<file path="src/rtl/ccd_reg_write_arbiter_pkg.sv">
// Shared definitions for the CCD register write arbiter: FSM states, sensor
// addressing defaults and the I2C transfer word layout.
package ccd_cfg_pkg;

    typedef enum logic [2:0] {
        ST_IDLE    = 3'd0,
        ST_HI_GO   = 3'd1,
        ST_HI_WAIT = 3'd2,
        ST_LO_GO   = 3'd3,
        ST_LO_WAIT = 3'd4,
        ST_GAP     = 3'd5,
        ST_REPORT  = 3'd6
    } ccdState_t;

    localparam logic [7:0] SLAVE_ADDR_DEFAULT = 8'hBA;
    localparam logic [7:0] LO_PREFIX_DEFAULT  = 8'hF1;

    function automatic logic [23:0] packI2cWord(
        input logic [7:0] slaveAddr,
        input logic [7:0] subAddr,
        input logic [7:0] dataByte
    );
        return {slaveAddr, subAddr, dataByte};
    endfunction

endpackage

</file>
<file path="src/rtl/ccd_reg_write_arbiter_if.sv">
// Requester bus and I2C controller handshake of the CCD register write arbiter.
interface ccd_reg_write_arbiter_if #(
    parameter int NUM_REQ = 4
);
    logic [NUM_REQ-1:0]    iREQ;
    logic [8*NUM_REQ-1:0]  iADDR;
    logic [16*NUM_REQ-1:0] iDATA;
    logic [NUM_REQ-1:0]    oDONE;
    logic                  oERR;
    logic                  oBUSY;
    logic [23:0]           oI2C_DATA;
    logic                  oI2C_GO;
    logic                  iI2C_END;
    logic                  iI2C_ACK;

    modport slave (
        input  iREQ, iADDR, iDATA, iI2C_END, iI2C_ACK,
        output oDONE, oERR, oBUSY, oI2C_DATA, oI2C_GO
    );

    modport master (
        output iREQ, iADDR, iDATA, iI2C_END, iI2C_ACK,
        input  oDONE, oERR, oBUSY, oI2C_DATA, oI2C_GO
    );
endinterface

</file>
<file path="src/rtl/ccd_reg_write_arbiter_rr_arbiter.sv">
// Combinational round-robin picker: first requester at or after the pointer.
module rr_arbiter #(
    parameter int NUM_REQ = 4,
    parameter int IDXW    = 2
) (
    input  logic [NUM_REQ-1:0] reqVec,
    input  logic [IDXW-1:0]    rrPtr,
    output logic [NUM_REQ-1:0] grantOneHot,
    output logic [IDXW-1:0]    grantIdx,
    output logic               grantValid
);

    // Scan upward from the pointer, wrapping, and keep the first hit.
    always_comb begin
        int idx;
        grantOneHot = '0;
        grantIdx    = '0;
        grantValid  = 1'b0;
        idx         = 0;
        for (int k = 0; k < NUM_REQ; k++) begin
            idx = int'(rrPtr) + k;
            idx = (idx >= NUM_REQ) ? (idx - NUM_REQ) : idx;
            if (!grantValid && reqVec[idx]) begin
                grantValid       = 1'b1;
                grantIdx         = IDXW'(idx);
                grantOneHot[idx] = 1'b1;
            end else begin
                grantValid = grantValid;
            end
        end
    end

endmodule

</file>
<file path="src/rtl/ccd_reg_write_arbiter.sv">
// Shares the sensor I2C write engine between requesters; each 16-bit register
// write becomes two transfers (addr+high byte, prefix+low byte) with retry.
module ccd_reg_write_arbiter
    import ccd_cfg_pkg::*;
#(
    parameter int         NUM_REQ    = 4,
    parameter logic [7:0] SLAVE_ADDR = SLAVE_ADDR_DEFAULT,
    parameter logic [7:0] LO_PREFIX  = LO_PREFIX_DEFAULT,
    parameter int         MAX_RETRY  = 3,
    parameter int         TIMEOUT    = 4095
) (
    input logic                    iCLK,
    input logic                    iRST,
    ccd_reg_write_arbiter_if.slave bus
);

    localparam int IDXW = (NUM_REQ > 1) ? $clog2(NUM_REQ) : 1;
    localparam int TW   = (TIMEOUT > 1) ? $clog2(TIMEOUT + 1) : 1;
    localparam int RW   = (MAX_RETRY > 0) ? $clog2(MAX_RETRY + 1) : 1;

    localparam logic [IDXW-1:0] LAST_IDX    = IDXW'(NUM_REQ - 1);
    localparam logic [TW-1:0]   TIMEOUT_V   = TW'(TIMEOUT);
    localparam logic [RW-1:0]   MAX_RETRY_V = RW'(MAX_RETRY);

    ccdState_t          state_r, nextState_s;
    logic [IDXW-1:0]    grantIdx_r, nextGrant_s;
    logic [IDXW-1:0]    ptr_r, nextPtr_s;
    logic [7:0]         addr_r, nextAddr_s;
    logic [15:0]        data_r, nextData_s;
    logic [RW-1:0]      retry_r, nextRetry_s;
    logic [TW-1:0]      timer_r, nextTimer_s;
    logic               loPhase_r, nextLo_s;
    logic               errFlag_r, nextErrFlag_s;
    logic               go_r, nextGo_s;
    logic [23:0]        i2cData_r, nextI2cData_s;
    logic [NUM_REQ-1:0] done_r, nextDone_s;
    logic               err_r, nextErr_s;
    logic               busy_r, nextBusy_s;
    logic               attemptFail_s;

    logic [NUM_REQ-1:0] arbOneHot_s;
    logic [IDXW-1:0]    arbIdx_s;
    logic               arbValid_s;

    rr_arbiter #(
        .NUM_REQ (NUM_REQ),
        .IDXW    (IDXW)
    ) u_rr_arbiter (
        .reqVec      (bus.iREQ),
        .rrPtr       (ptr_r),
        .grantOneHot (arbOneHot_s),
        .grantIdx    (arbIdx_s),
        .grantValid  (arbValid_s)
    );

    // Next-state and next-output decode for the transfer sequencer.
    always_comb begin
        nextState_s   = state_r;
        nextGrant_s   = grantIdx_r;
        nextPtr_s     = ptr_r;
        nextAddr_s    = addr_r;
        nextData_s    = data_r;
        nextRetry_s   = retry_r;
        nextTimer_s   = timer_r;
        nextLo_s      = loPhase_r;
        nextErrFlag_s = errFlag_r;
        nextGo_s      = go_r;
        nextI2cData_s = i2cData_r;
        nextDone_s    = '0;
        nextErr_s     = 1'b0;
        nextBusy_s    = busy_r;
        attemptFail_s = 1'b0;

        case (state_r)
            ST_IDLE: begin
                // The cycle showing oDONE is skipped so the finished requester can drop iREQ.
                if (arbValid_s && (done_r == '0) && (arbOneHot_s != '0)) begin
                    nextGrant_s   = arbIdx_s;
                    nextAddr_s    = bus.iADDR[int'(arbIdx_s) * 8 +: 8];
                    nextData_s    = bus.iDATA[int'(arbIdx_s) * 16 +: 16];
                    nextRetry_s   = '0;
                    nextErrFlag_s = 1'b0;
                    nextLo_s      = 1'b0;
                    nextBusy_s    = 1'b1;
                    nextState_s   = ST_HI_GO;
                end else begin
                    nextState_s = ST_IDLE;
                end
            end
            ST_HI_GO: begin
                nextI2cData_s = packI2cWord(SLAVE_ADDR, addr_r, data_r[15:8]);
                nextGo_s      = 1'b1;
                nextTimer_s   = '0;
                nextState_s   = ST_HI_WAIT;
            end
            ST_LO_GO: begin
                nextI2cData_s = packI2cWord(SLAVE_ADDR, LO_PREFIX, data_r[7:0]);
                nextGo_s      = 1'b1;
                nextTimer_s   = '0;
                nextState_s   = ST_LO_WAIT;
            end
            ST_HI_WAIT, ST_LO_WAIT: begin
                // END is checked before the timer so a last-cycle END still counts.
                if (bus.iI2C_END) begin
                    nextGo_s = 1'b0;
                    if (!bus.iI2C_ACK) begin
                        if (state_r == ST_HI_WAIT) begin
                            nextLo_s    = 1'b1;
                            nextState_s = ST_GAP;
                        end else begin
                            nextErrFlag_s = 1'b0;
                            nextState_s   = ST_REPORT;
                        end
                    end else begin
                        attemptFail_s = 1'b1;
                    end
                end else if (timer_r == TIMEOUT_V) begin
                    nextGo_s      = 1'b0;
                    attemptFail_s = 1'b1;
                end else begin
                    nextTimer_s = timer_r + 1'b1;
                end
            end
            ST_GAP: begin
                if (!bus.iI2C_END) begin
                    nextState_s = loPhase_r ? ST_LO_GO : ST_HI_GO;
                end else begin
                    nextState_s = ST_GAP;
                end
            end
            ST_REPORT: begin
                nextDone_s[grantIdx_r] = 1'b1;
                nextErr_s   = errFlag_r;
                nextPtr_s   = (grantIdx_r == LAST_IDX) ? '0 : (grantIdx_r + 1'b1);
                nextBusy_s  = 1'b0;
                nextState_s = ST_IDLE;
            end
            default: begin
                nextGo_s    = 1'b0;
                nextBusy_s  = 1'b0;
                nextState_s = ST_IDLE;
            end
        endcase

        // A failed attempt repeats the whole register write from the high byte.
        if (attemptFail_s) begin
            if (retry_r < MAX_RETRY_V) begin
                nextRetry_s = retry_r + 1'b1;
                nextLo_s    = 1'b0;
                nextState_s = ST_GAP;
            end else begin
                nextErrFlag_s = 1'b1;
                nextState_s   = ST_REPORT;
            end
        end else begin
            nextRetry_s = nextRetry_s;
        end
    end

    // State, context and registered outputs; reset aborts silently.
    always_ff @(posedge iCLK or posedge iRST) begin
        if (iRST) begin
            state_r    <= ST_IDLE;
            grantIdx_r <= '0;
            ptr_r      <= '0;
            addr_r     <= 8'h00;
            data_r     <= 16'h0000;
            retry_r    <= '0;
            timer_r    <= '0;
            loPhase_r  <= 1'b0;
            errFlag_r  <= 1'b0;
            go_r       <= 1'b0;
            i2cData_r  <= 24'h000000;
            done_r     <= '0;
            err_r      <= 1'b0;
            busy_r     <= 1'b0;
        end else begin
            state_r    <= nextState_s;
            grantIdx_r <= nextGrant_s;
            ptr_r      <= nextPtr_s;
            addr_r     <= nextAddr_s;
            data_r     <= nextData_s;
            retry_r    <= nextRetry_s;
            timer_r    <= nextTimer_s;
            loPhase_r  <= nextLo_s;
            errFlag_r  <= nextErrFlag_s;
            go_r       <= nextGo_s;
            i2cData_r  <= nextI2cData_s;
            done_r     <= nextDone_s;
            err_r      <= nextErr_s;
            busy_r     <= nextBusy_s;
        end
    end

    assign bus.oDONE     = done_r;
    assign bus.oERR      = err_r;
    assign bus.oBUSY     = busy_r;
    assign bus.oI2C_DATA = i2cData_r;
    assign bus.oI2C_GO   = go_r;

endmodule

</file>
<file path="src/flat_wrapper.sv">
// flat-port wrapper written by rule: the top's interface ports become plain ports
module ccd_reg_write_arbiter_flat import ccd_cfg_pkg::*;
#(
    parameter int         NUM_REQ    = 4,
    parameter logic [7:0] SLAVE_ADDR = SLAVE_ADDR_DEFAULT,
    parameter logic [7:0] LO_PREFIX  = LO_PREFIX_DEFAULT,
    parameter int         MAX_RETRY  = 3,
    parameter int         TIMEOUT    = 4095
)
  (iCLK, iRST, bus_iREQ, bus_iADDR, bus_iDATA, bus_iI2C_END, bus_iI2C_ACK, bus_oDONE, bus_oERR, bus_oBUSY, bus_oI2C_DATA, bus_oI2C_GO);
  ccd_reg_write_arbiter_if #(.NUM_REQ(NUM_REQ)) bus_i ();
  input logic iCLK;
  input logic iRST;
  input wire logic [$bits(bus_i.iREQ)-1:0] bus_iREQ;
  input wire logic [$bits(bus_i.iADDR)-1:0] bus_iADDR;
  input wire logic [$bits(bus_i.iDATA)-1:0] bus_iDATA;
  input wire logic [$bits(bus_i.iI2C_END)-1:0] bus_iI2C_END;
  input wire logic [$bits(bus_i.iI2C_ACK)-1:0] bus_iI2C_ACK;
  output wire logic [$bits(bus_i.oDONE)-1:0] bus_oDONE;
  output wire logic [$bits(bus_i.oERR)-1:0] bus_oERR;
  output wire logic [$bits(bus_i.oBUSY)-1:0] bus_oBUSY;
  output wire logic [$bits(bus_i.oI2C_DATA)-1:0] bus_oI2C_DATA;
  output wire logic [$bits(bus_i.oI2C_GO)-1:0] bus_oI2C_GO;
  assign bus_i.iREQ = bus_iREQ;
  assign bus_i.iADDR = bus_iADDR;
  assign bus_i.iDATA = bus_iDATA;
  assign bus_i.iI2C_END = bus_iI2C_END;
  assign bus_i.iI2C_ACK = bus_iI2C_ACK;
  assign bus_oDONE = bus_i.oDONE;
  assign bus_oERR = bus_i.oERR;
  assign bus_oBUSY = bus_i.oBUSY;
  assign bus_oI2C_DATA = bus_i.oI2C_DATA;
  assign bus_oI2C_GO = bus_i.oI2C_GO;
  ccd_reg_write_arbiter #(.NUM_REQ(NUM_REQ), .SLAVE_ADDR(SLAVE_ADDR), .LO_PREFIX(LO_PREFIX), .MAX_RETRY(MAX_RETRY), .TIMEOUT(TIMEOUT)) u_core (.iCLK(iCLK), .iRST(iRST), .bus(bus_i));
endmodule
</file>
<file path="config.mk">
export PLATFORM = sky130hd
export DESIGN_NAME = ccd_reg_write_arbiter_flat
export DESIGN_NICKNAME = d
export VERILOG_FILES = /design/src/rtl/ccd_reg_write_arbiter_pkg.sv /design/src/rtl/ccd_reg_write_arbiter_if.sv /design/src/rtl/ccd_reg_write_arbiter_rr_arbiter.sv /design/src/rtl/ccd_reg_write_arbiter.sv /design/src/flat_wrapper.sv
export SDC_FILE = /design/constraint.sdc
export NUM_CORES = 1
export LEC_CHECK = 0
export CAP_MARGIN = 30
export CORE_MARGIN = 3
export CORE_UTILIZATION = 45
export CTS_BUF_LIST = sky130_fd_sc_hd__clkbuf_2
export CTS_CLUSTER_SIZE = 28
export DETAILED_ROUTE_END_ITERATION = 8
export GPL_ROUTABILITY_DRIVEN = 0
export PLACE_DENSITY_LB_ADDON = 0.08
export SETUP_SLACK_MARGIN = 0.4
export SKIP_CTS_REPAIR_TIMING = 1
export SLEW_MARGIN = 15
export SYNTH_ARGS = -nofsm -noshare
export SYNTH_HDL_FRONTEND = slang
export SYNTH_SLANG_ARGS = --single-unit
export TNS_END_PERCENT = 5
</file>
<file path="constraint.sdc">
create_clock -name iCLK -period 4.9 [get_ports iCLK]
set_input_delay 0.49 -clock iCLK [delete_from_list [all_inputs] [get_ports iCLK]]
set_output_delay 0.49 -clock iCLK [all_outputs]
set_load 0.05 [all_outputs]
</file>
==> impl_metrics.tcl <==
set metrics [dict create \
    outcome "finished, final reports clean" \
    vias 3476 \
    xor_xnor_fraction_of_synth_area_pct 2.14 \
    initial_standard_cell_utilization_of_the_core_pct 46.7 \
    floorplan.die.width_um 101 \
    clkTransAtPathRegs_ns 0.21 \
    final_core_utilization_pct 63.7 \
    synth.cells.most_frequent "71 x dfrtp_1, 71 x nand2_1, 62 x mux2i_1" \
    ys_seq_area_share_pct 43.4 \
    final.period_utilization_pct 72.7 \
    finalClockSkew_ns 0.0311 \
    criticalPathCategory "register to register" \
    setup_total_negative_slack_ns 0 \
    core_area_um2 8760 \
    fp.dieArea_um2 10300 \
    post_synth.cell_area_avg_um2 10.0 \
    cp_slowest_stage_delay_ns 0.69 \
    power.ir.vdd_worst_mv 0.342 \
    placement_rows 34 \
    most_frequent_cell_on_the_critical_path "mux2i_1" \
    areaGrowthSynthToFinish_pct 36.3 \
    grt-ovfl-total 0 \
    p_per_area_nw_per_um2 561 \
    post_synth_main_area_contributors "dfrtp_1 43%, mux2i_1 15%, nand2_1 6.5%" \
    total_of_fill_cells_in_the_finished_design 755 \
    setup.worst_path.start_class "register" \
    final-instance-count-excl-fill 640 \
    fin_crit_ns 3.56 \
    timing_worst_slew_pin_value_ns 0.957 \
    pre_cts_ws_ns 1.34 \
    max_freq_ghz 0.281 \
    highest_fanout_seen_on_the_critical_path 38 \
    count_of_flip_flops_with_a_built_in_enable_after_synthesis 0 \
    synthDominantAreaCellType "dfrtp_1" \
    critical_path.top_delay_family "buffers and inverters" \
    synth-main-ff-cell "dfrtp_1" \
    slew_viol_final 0 \
    yosys_register_bits 71 \
    detailed_place_hpwl_mm 7.81 \
    final_hold_viol_count 0 \
    worst_skew_pair.late_latency_ns 0.50 \
    critical_path_cell_count 9 \
    hold_class "primary input to asynchronous set/reset pin" \
    endpoint_kind "register" \
    worst_r2r_path_depth 9 \
    slew-limit-headroom_pct 36.0 \
    chipHeight_um 101 \
    maxCapViolCount 0 \
    portBuffers 131 \
    maximum_number_of_pins_on_one_net_before_global_route_repair 39 \
    post_route_cells_drive_above_1_share_pct 6.77 \
    grt_pass1_wl_mm 16.8 \
    post_synth_mux_area_share_pct 17.9 \
    ctsLongestPathBuffers 2 \
    grt_usage_pct 20.7 \
    via_count_of_the_first_global_routing_pass 3446 \
    synthDistinctLibCells 47 \
    netlist_instances 408 \
    complex_gate_fraction_of_the_synthesized_area_pct 13.0 \
    drt_iter0_drc 147 \
    cts.root.buffer_cell "clkbuf_2" \
    leakage_nw 2.47 \
    inserted_clock_buffers 9 \
    buffering_stage_count_on_the_worst_path_with_inverters_included 2 \
    cp.required_ns 5.24 \
    average_wire_per_standard_cell_um 16.2 \
    route.detailed.drc 0 \
    simple_gate_share_of_the_synthesized_area_pct 13.9 \
    largest_family_of_logic_cells_by_synthesized_area "multiplexers" \
    post_synth_fa_ha_maj_area_fraction_pct 3.97 \
    count_of_warnings_emitted_by_yosys 0 \
    avgViaCountPerCell 5.43 \
    htree_levels 3 \
    tritoncts "done" \
    cts_num_sinks 71 \
    design.final.nets 644 \
    final_critical_path_setup_slack_ns 1.34 \
    netlist_area_um2 4100 \
    rsz0062_at_grt "no" \
    share_of_the_synthesized_area_in_the_top_cell_type_pct 43.4 \
    cp.arrival_ns 3.90 \
    antenna_cells 0 \
    drt-total-wl_mm 10.4 \
    setup_viol_count_final 0 \
    antenna_found_initial 0 \
    critical_path.cell_chain "inv_1 -> ha_1 -> mux2i_1 -> mux2_2 -> a21oi_1 -> o21bai_4 -> buf_4 -> mux2i_1 -> o221ai_1" \
    post-place-cells 623 \
    critPathSlowestCell "dfrtp_1" \
    drt_first_pass_iters 4 \
    design.portCount 135 \
    drtAntennaViolNets 0 \
    synth-async-reset-ratio_pct 100 \
]
==> area by class of cell <==
cell class / count / area [um2] / area share, %
sequential: 71 / 1780 / 31.8
inverter: 8 / 30.0 / 0.538
timing repair buffer: 140 / 1400 / 25.0
clock buffer: 9 / 45.0 / 0.807
tap: 108 / 135 / 2.42
multi-input combinational: 297 / 2110 / 37.9
clock inverter: 7 / 87.6 / 1.57
==> final timing paths <==
check                                         from  slack, ns                       end
setup / recovery                   u_core.ptr_r[0]       1.34         u_core.data_r[14]
setup reg to reg                   u_core.ptr_r[0]       1.34         u_core.data_r[14]
hold / removal                                iRST       0.27          u_core.loPhase_r
min in group iCLK          u_core.bus.oI2C_DATA[8]       0.49   u_core.bus.oI2C_DATA[8]
max in group asynchronous                     iRST       3.92  u_core.bus.oI2C_DATA[15]
hold reg to reg            u_core.bus.oI2C_DATA[8]       0.49   u_core.bus.oI2C_DATA[8]
==> cell usage in the layout (no fill, tap or decap), drive strengths merged, types with 2 or more instances in the layout <==
| cell | Yosys | layout |
|---|---|---|
| o21ai | 19 | 19 |
| o21bai | 2 | 2 |
| xnor2 | 10 | 10 |
| conb | 1 | 3 |
| inv | 8 | 8 |
| nor2 | 18 | 18 |
| nand3b | 4 | 4 |
| dfrtp | 71 | 71 |
| clkbuf | 14 | 10 |
| mux2i | 62 | 62 |
| mux2 | 4 | 4 |
| buf | 20 | 8 |
| clkinvlp | 0 | 2 |
| nor3 | 4 | 4 |
| a2111oi | 3 | 3 |
| ha | 13 | 13 |
| o221ai | 24 | 24 |
| bufinv | 0 | 2 |
| nand2 | 71 | 71 |
| nand2b | 5 | 5 |
| clkinv | 0 | 3 |
| o211ai | 2 | 2 |
| nor2b | 2 | 2 |
| nand3 | 9 | 9 |
| mux4 | 3 | 3 |
| a21oi | 12 | 12 |
| a211oi | 4 | 4 |
| or3 | 2 | 2 |
| and3 | 8 | 8 |
| clkdlybuf4s50 | 0 | 131 |
==> cell families (layout without fill, tap and decap cells) <==
group | after synthesis | after routing
AND/OR/NAND/NOR | 127 | 127
AO/OA/AOI/OAI | 75 | 75
flip-flops | 71 | 71
multiplexers | 69 | 69
other | 1 | 3
adder cells (fa/ha/maj) | 13 | 13
buffers and inverters | 42 | 164
XOR/XNOR | 10 | 10
==> through the flow <==
step / hold slack, ns / total power [mW] / cell area (um2)
CTS: 0.252 / 3.16 / 5580
floorplan: 0.451 / 2.31 / 4100
finish: 0.275 / 3.13 / 5580
global placement: 0.452 / 2.73 / 5410
detailed placement: 0.462 / 2.78 / 5440
global route: 0.255 / 3.37 / 5580
==> metal layers <==
layer  wire length, um  GRT usage, %
met5                 0             0
met2              5280          33.1
met1              4440          28.3
met3               516          3.31
met4               155          7.46
==> power by group <==
part / internal (mW) / switching, mW
Sequential: 0.799 / 0.164
Clock: 0.164 / 0.205
Combinational: 0.750 / 1.05
==> flip-flops by register name (all words and copies together) (netlist names) <==
name,flops
u_core.errFlag_r,1
u_core.timer_r,12
u_core.retry_r,2
u_core.grantIdx_r,2
u_core.bus.oERR,1
u_core.bus.oI2C_GO,1
u_core.bus.oBUSY,1
u_core.ptr_r,2
u_core.bus.oI2C_DATA,17
u_core.state_r,3
u_core.loPhase_r,1
u_core.bus.oDONE,4
u_core.data_r,16
u_core.addr_r,8
(Power assumes the default switching activity.)
